$ cat config.mk
export PLATFORM = sky130hd
export DESIGN_NAME = spi_shift_serializer
export DESIGN_NICKNAME = d
export VERILOG_FILES = /design/src/rtl/spi_pkg.sv /design/src/rtl/spi_bit_select.sv /design/src/rtl/spi_shift_serializer.sv
export SDC_FILE = /design/constraint.sdc
export NUM_CORES = 1
export LEC_CHECK = 0
export ABC_AREA = 1
export CAP_MARGIN = 20
export CORE_UTILIZATION = 45
export DETAILED_ROUTE_END_ITERATION = 10
export PLACE_DENSITY = 0.73
export SETUP_SLACK_MARGIN = 0.15
export SLEW_MARGIN = 20
export SYNTH_ARGS = -nofsm -noshare
export SYNTH_HDL_FRONTEND = slang
export SYNTH_SLANG_ARGS = --single-unit
export TNS_END_PERCENT = 10
$ cat constraint.sdc
create_clock -name clk -period 3.4 [get_ports clk]
set_input_delay 1.02 -clock clk [delete_from_list [all_inputs] [get_ports clk]]
set_output_delay 1.02 -clock clk [all_outputs]
set_load 0.01 [all_outputs]
$ cat src/rtl/spi_pkg.sv
// Shared definitions for the SPI transmit serializer: FSM encoding,
// bit-ordering constants and the default word width.
package spi_pkg;

   typedef enum logic {
      ST_IDLE  = 1'b0,
      ST_SHIFT = 1'b1
   } state_t;

   localparam logic ORDER_MSB     = 1'b0;
   localparam logic ORDER_LSB     = 1'b1;
   localparam int   DEFAULT_WIDTH = 16;

endpackage

$ cat src/rtl/spi_bit_select.sv
// WIDTH:1 selector that picks the word bit sitting at transmission
// position cnt for the requested ordering (MSB-first or LSB-first).
module spi_bit_select
   import spi_pkg::*;
#(
   parameter int WIDTH = DEFAULT_WIDTH,
   parameter int CNT_W = $clog2(WIDTH)
) (
   input  logic [WIDTH-1:0] word,
   input  logic [CNT_W-1:0] cnt,
   input  logic             lsb_first,
   output logic             bit_out
);

   localparam logic [CNT_W-1:0] TOP_IDX = CNT_W'(WIDTH - 1);

   logic [CNT_W-1:0] idx;

   // Translate transmission position into a word bit position, then select it
   always_comb begin
      idx     = (lsb_first == ORDER_LSB) ? cnt : (TOP_IDX - cnt);
      bit_out = word[idx];
   end

endmodule

$ cat src/rtl/spi_shift_serializer.sv
// Parallel-to-serial shifter for the SPI transmit path. Holds the word,
// the bit counter and the ordering mode; advances one bit per tick and
// accepts a new word either when idle or on the last bit's tick so that
// consecutive words leave the pin with no idle gap.
//
// Load handshake: a word transfers on a rising edge where load_valid and
// load_ready are both high. load_ready is combinational and never depends
// on load_valid; the source may hold load_valid and data_in for as long as
// it likes and only the accepting edge samples data_in and lsb_first.
module spi_shift_serializer
   import spi_pkg::*;
#(
   parameter int   WIDTH    = DEFAULT_WIDTH,
   parameter int   CNT_W    = $clog2(WIDTH),
   parameter logic IDLE_LVL = 1'b0
) (
   input  logic             clk,
   input  logic             rst,
   input  logic [WIDTH-1:0] data_in,
   input  logic             load_valid,
   output logic             load_ready,
   input  logic             lsb_first,
   input  logic             tick,
   output logic             sdo,
   output logic             busy,
   output logic             done,
   output logic [CNT_W-1:0] bit_idx
);

   localparam logic [CNT_W-1:0] LAST_CNT = CNT_W'(WIDTH - 1);

   state_t           state_q;
   state_t           state_d;
   logic [CNT_W-1:0] cnt_q;
   logic [CNT_W-1:0] cnt_d;
   logic [WIDTH-1:0] word_q;
   logic [WIDTH-1:0] word_d;
   logic             lsb_q;
   logic             lsb_d;
   logic             sdo_q;
   logic             sdo_d;
   logic             done_q;
   logic             last_tick;
   logic             accept;
   logic             sel_bit;

   // State register; reset aborts any word in flight
   always_ff @(posedge clk) begin
      if (rst) begin
         state_q <= ST_IDLE;
      end else begin
         state_q <= state_d;
      end
   end

   // Next state plus next counter/word/order; accept wins over returning to idle
   always_comb begin
      state_d = state_q;
      cnt_d   = cnt_q;
      word_d  = word_q;
      lsb_d   = lsb_q;
      if (accept) begin
         state_d = ST_SHIFT;
         cnt_d   = '0;
         word_d  = data_in;
         lsb_d   = lsb_first;
      end else if (last_tick) begin
         state_d = ST_IDLE;
         cnt_d   = '0;
      end else if ((state_q == ST_SHIFT) && tick) begin
         cnt_d = cnt_q + CNT_W'(1);
      end
   end

   // Outputs and handshake; load_ready opens in idle or on the last bit's tick
   always_comb begin
      last_tick  = (state_q == ST_SHIFT) && tick && (cnt_q == LAST_CNT);
      load_ready = !rst && ((state_q == ST_IDLE) || last_tick);
      accept     = load_valid && load_ready;
      busy       = (state_q == ST_SHIFT);
      bit_idx    = cnt_q;
      sdo        = sdo_q;
      done       = done_q;
   end

   // Bit that will be on the pin after this edge, chosen from next-cycle values
   spi_bit_select #(
      .WIDTH (WIDTH),
      .CNT_W (CNT_W)
   ) u_bit_select (
      .word      (word_d),
      .cnt       (cnt_d),
      .lsb_first (lsb_d),
      .bit_out   (sel_bit)
   );

   assign sdo_d = (state_d == ST_SHIFT) ? sel_bit : IDLE_LVL;

   // Datapath registers: counter, word, order, registered pin and done pulse
   always_ff @(posedge clk) begin
      if (rst) begin
         cnt_q  <= '0;
         word_q <= '0;
         lsb_q  <= ORDER_MSB;
         sdo_q  <= IDLE_LVL;
         done_q <= 1'b0;
      end else begin
         cnt_q  <= cnt_d;
         word_q <= word_d;
         lsb_q  <= lsb_d;
         sdo_q  <= sdo_d;
         done_q <= last_tick;
      end
   end

endmodule

==> results.json <==
{
  "reg2reg_slack_ns": 1.16,
  "grt_usage_pct": 20.9,
  "drive_gt1_share_pct": 7.83,
  "relSlewSlack_pct": 76.1,
  "period_share_pct": 89.7,
  "vias": 1238,
  "slew_viol_final": 0,
  "hold_class": "reg2reg",
  "worst_setup_path_start_kind": "input port",
  "syn_avg_cell_area_um2": 6.68,
  "power_density_mw_per_mm2": 379,
  "remaining_drc_errors": 0,
  "fp.dieH_um": 54.4,
  "cts_tree": "built",
  "critical_path.startpoint": "tick",
  "maxCapViolations": 0,
  "vdd_drop_max_mv": 0.293,
  "wl_per_cell_um": 11.0,
  "dp_hpwl_um": 2110,
  "dp_cells": 243,
  "rsz0062_at_grt": "false",
  "tns_ns": 0,
  "r2r-start": "bit_idx[0]$_SDFF_PP0_",
  "cp_data_arrival_time_ns": 2.03,
  "core.rowCount": 18,
  "grt_max_degree": 24,
  "fp.coreArea_mm2": 0.00254,
  "initial_core_util_pct": 48.6,
  "finClkSkew_ns": 0.00415,
  "synth_top_area_share_pct": 38.9,
  "grt_pass1_vias": 1077,
  "worstPathRequired_ns": 2.38,
  "ant_nets": 0,
  "place_area_mm2": 0.00157,
  "fin_crit_ns": 3.05,
  "cts_root_buf": "clkbuf_4",
  "worst_pin_slew_ns": 0.355,
  "areaGrowthSynthToFinish_pct": 29.5,
  "setup-violations-final": 0,
  "setup_slack_ns": 0.350,
  "numPortBuffers": 28,
  "ctsHoldBuffers": 0,
  "cp_max_fo": 2,
  "finalNetCount": 240,
  "cts_buffers": 3,
  "hold_violations": 0,
  "antenna_found_initial": 0,
  "fmax_mhz": 328,
  "clock_path_buffers": 2,
  "grt-ovfl-total": 0,
  "dr.pass1.iters": 4,
  "first_iter_violations": 28,
  "netlist_area_mm2": 0.00124,
  "gp_congestion": 1.03,
  "r2r_end": "sdo$_SDFF_PP0_",
  "syn-num-nets": 207,
  "synth_warnings": 0,
  "hold_end": "word_q[11]$_SDFF_PP0_",
  "antenna_cells": 0,
  "synthCells": 185,
  "io_pins": 29,
  "fillCellCount": 247,
  "synth_area_leaders": "dfxtp_1 39%, nand3_1 13%, inv_1 9.7%",
  "clock_latency_ns": 0.32,
  "dieArea_mm2": 0.00296,
  "clock_sinks": 24,
  "fin_util_pct": 62.9,
  "min_path_cells": 4,
  "grt_pass1_wl_um": 4420,
  "synth_cell_types": 21,
  "critPathCaptureType": "output port",
  "leakage_nw": 0.761,
  "stdcell_area_mm2": 0.00160,
  "status": "complete, no violations",
  "synth_top_area_cell": "dfxtp_1",
  "cts.reportedPaths.clkPinSlew_ns": 0.13,
  "timing.hold.ws_ns": 0.580,
  "reg2reg_depth": 11,
  "vias_per_cell": 5.01,
  "die_w_um": 54.4,
  "p_total_uw": 606,
  "crit_type": "in2out",
  "dp_slack_ns": -0.0671,
  "fin_cells": 247,
  "ys_ff_latch": 24,
  "hp-start": "word_q[11]$_SDFF_PP0_",
  "drt-total-wl_um": 2720,
  "seq_area_frac_synth_pct": 38.9,
  "cts_max_level": 1
}
-- synth_stat cells --
cell / instances
xor2_1: 2
nand2_1: 32
nand3b_1: 1
nor2_2: 2
dfxtp_1: 24
ha_1: 1
clkbuf_1: 2
nand2_2: 2
o31ai_1: 1
nor2_1: 21
nand3_1: 33
o21bai_4: 1
nand3_4: 1
nand4_1: 3
xnor2_1: 1
or2_2: 1
clkinv_1: 1
a21oi_1: 3
inv_1: 32
o21ai_0: 18
buf_2: 3
-- state kept, by name, summed over array words and instances (netlist names) --
| name | count |
|---|---|
| lsb_q | 1 |
| busy | 1 |
| word_q | 16 |
| done | 1 |
| sdo | 1 |
| bit_idx | 4 |
-- worst max path at each step --
stage                      end  cells past startpoint
detailed placement  load_ready                      6
global route        load_ready                      6
finish              load_ready                      6
global placement    load_ready                      6
CTS                 load_ready                      6
floorplan           load_ready                      4
-- per-layer routing --
layer  track usage (%)  share of wire, %  vias to the layer above  routed length (um)
met5                 0                 0                        -                   0
met4              10.7               2.1                        0                  57
met2              34.6                47                       25                1290
met1              25.5                47                      551                1270
li1                  -                 -                      655                   -
met3              3.89               3.7                        7                 101
-- critical path, stage by stage --
cell	delay [ns]
clkdlybuf4s50_1	0.47
nand2_1	0.08
nor2_2	0.13
nand2_2	0.06
a21oi_1	0.12
clkbuf_2	0.15
-- placed cells by master, fill, tap and decap left out --
cell type | synthesis | routed
nand3_1 | 33 | 33
inv_1 | 32 | 32
nand2_1 | 32 | 32
clkdlybuf4s50_1 | 0 | 27
dfxtp_1 | 24 | 24
nor2_1 | 21 | 21
o21ai_0 | 18 | 18
buf_4 | 0 | 5
a21oi_1 | 3 | 3
nand4_1 | 3 | 3
clkbuf_4 | 0 | 3
nor2_2 | 2 | 2
nand2_2 | 2 | 2
xor2_1 | 2 | 2
o21bai_4 | 1 | 1
nand3_4 | 1 | 1
o31ai_1 | 1 | 1
clkinv_1 | 1 | 1
or2_2 | 1 | 1
xnor2_1 | 1 | 1
nand3b_1 | 1 | 1
ha_1 | 1 | 1
clkbuf_8 | 0 | 1
clkbuf_2 | 0 | 1
-- timing repair --
item | CTS | global route
resized for setup | 1 | 2
buffers inserted | 0 | 0
pin swaps | 0 | 0
endpoints found under the setup margin | 1 | 1
-- kinds of logic after synthesis --
group,synth area share (%)
xor gates and xnor gates,2.13
AOI/OAI and AO/OA,10.6
adders and majority gates,1.01
DFF,38.9
buffers and inverters,11.8
and+or+nand+nor,35.5
-- power breakdown --
group / internal, mW / switching [mW] / total, mW
registers: 0.297 / 0.00626 / 0.304
logic: 0.0675 / 0.0828 / 0.150
clock network: 0.0655 / 0.0867 / 0.152
-- layout make-up --
class	count	area, um^2	area share [%]
Timing Repair Buffer	33	313	19.5
Tap cell	30	37.5	2.35
Inverter	33	124	7.74
Multi-Input combinational cell	123	609	38.1
Sequential cell	24	480	30.0
Clock buffer	4	36.3	2.27
(Power assumes the default switching activity.)
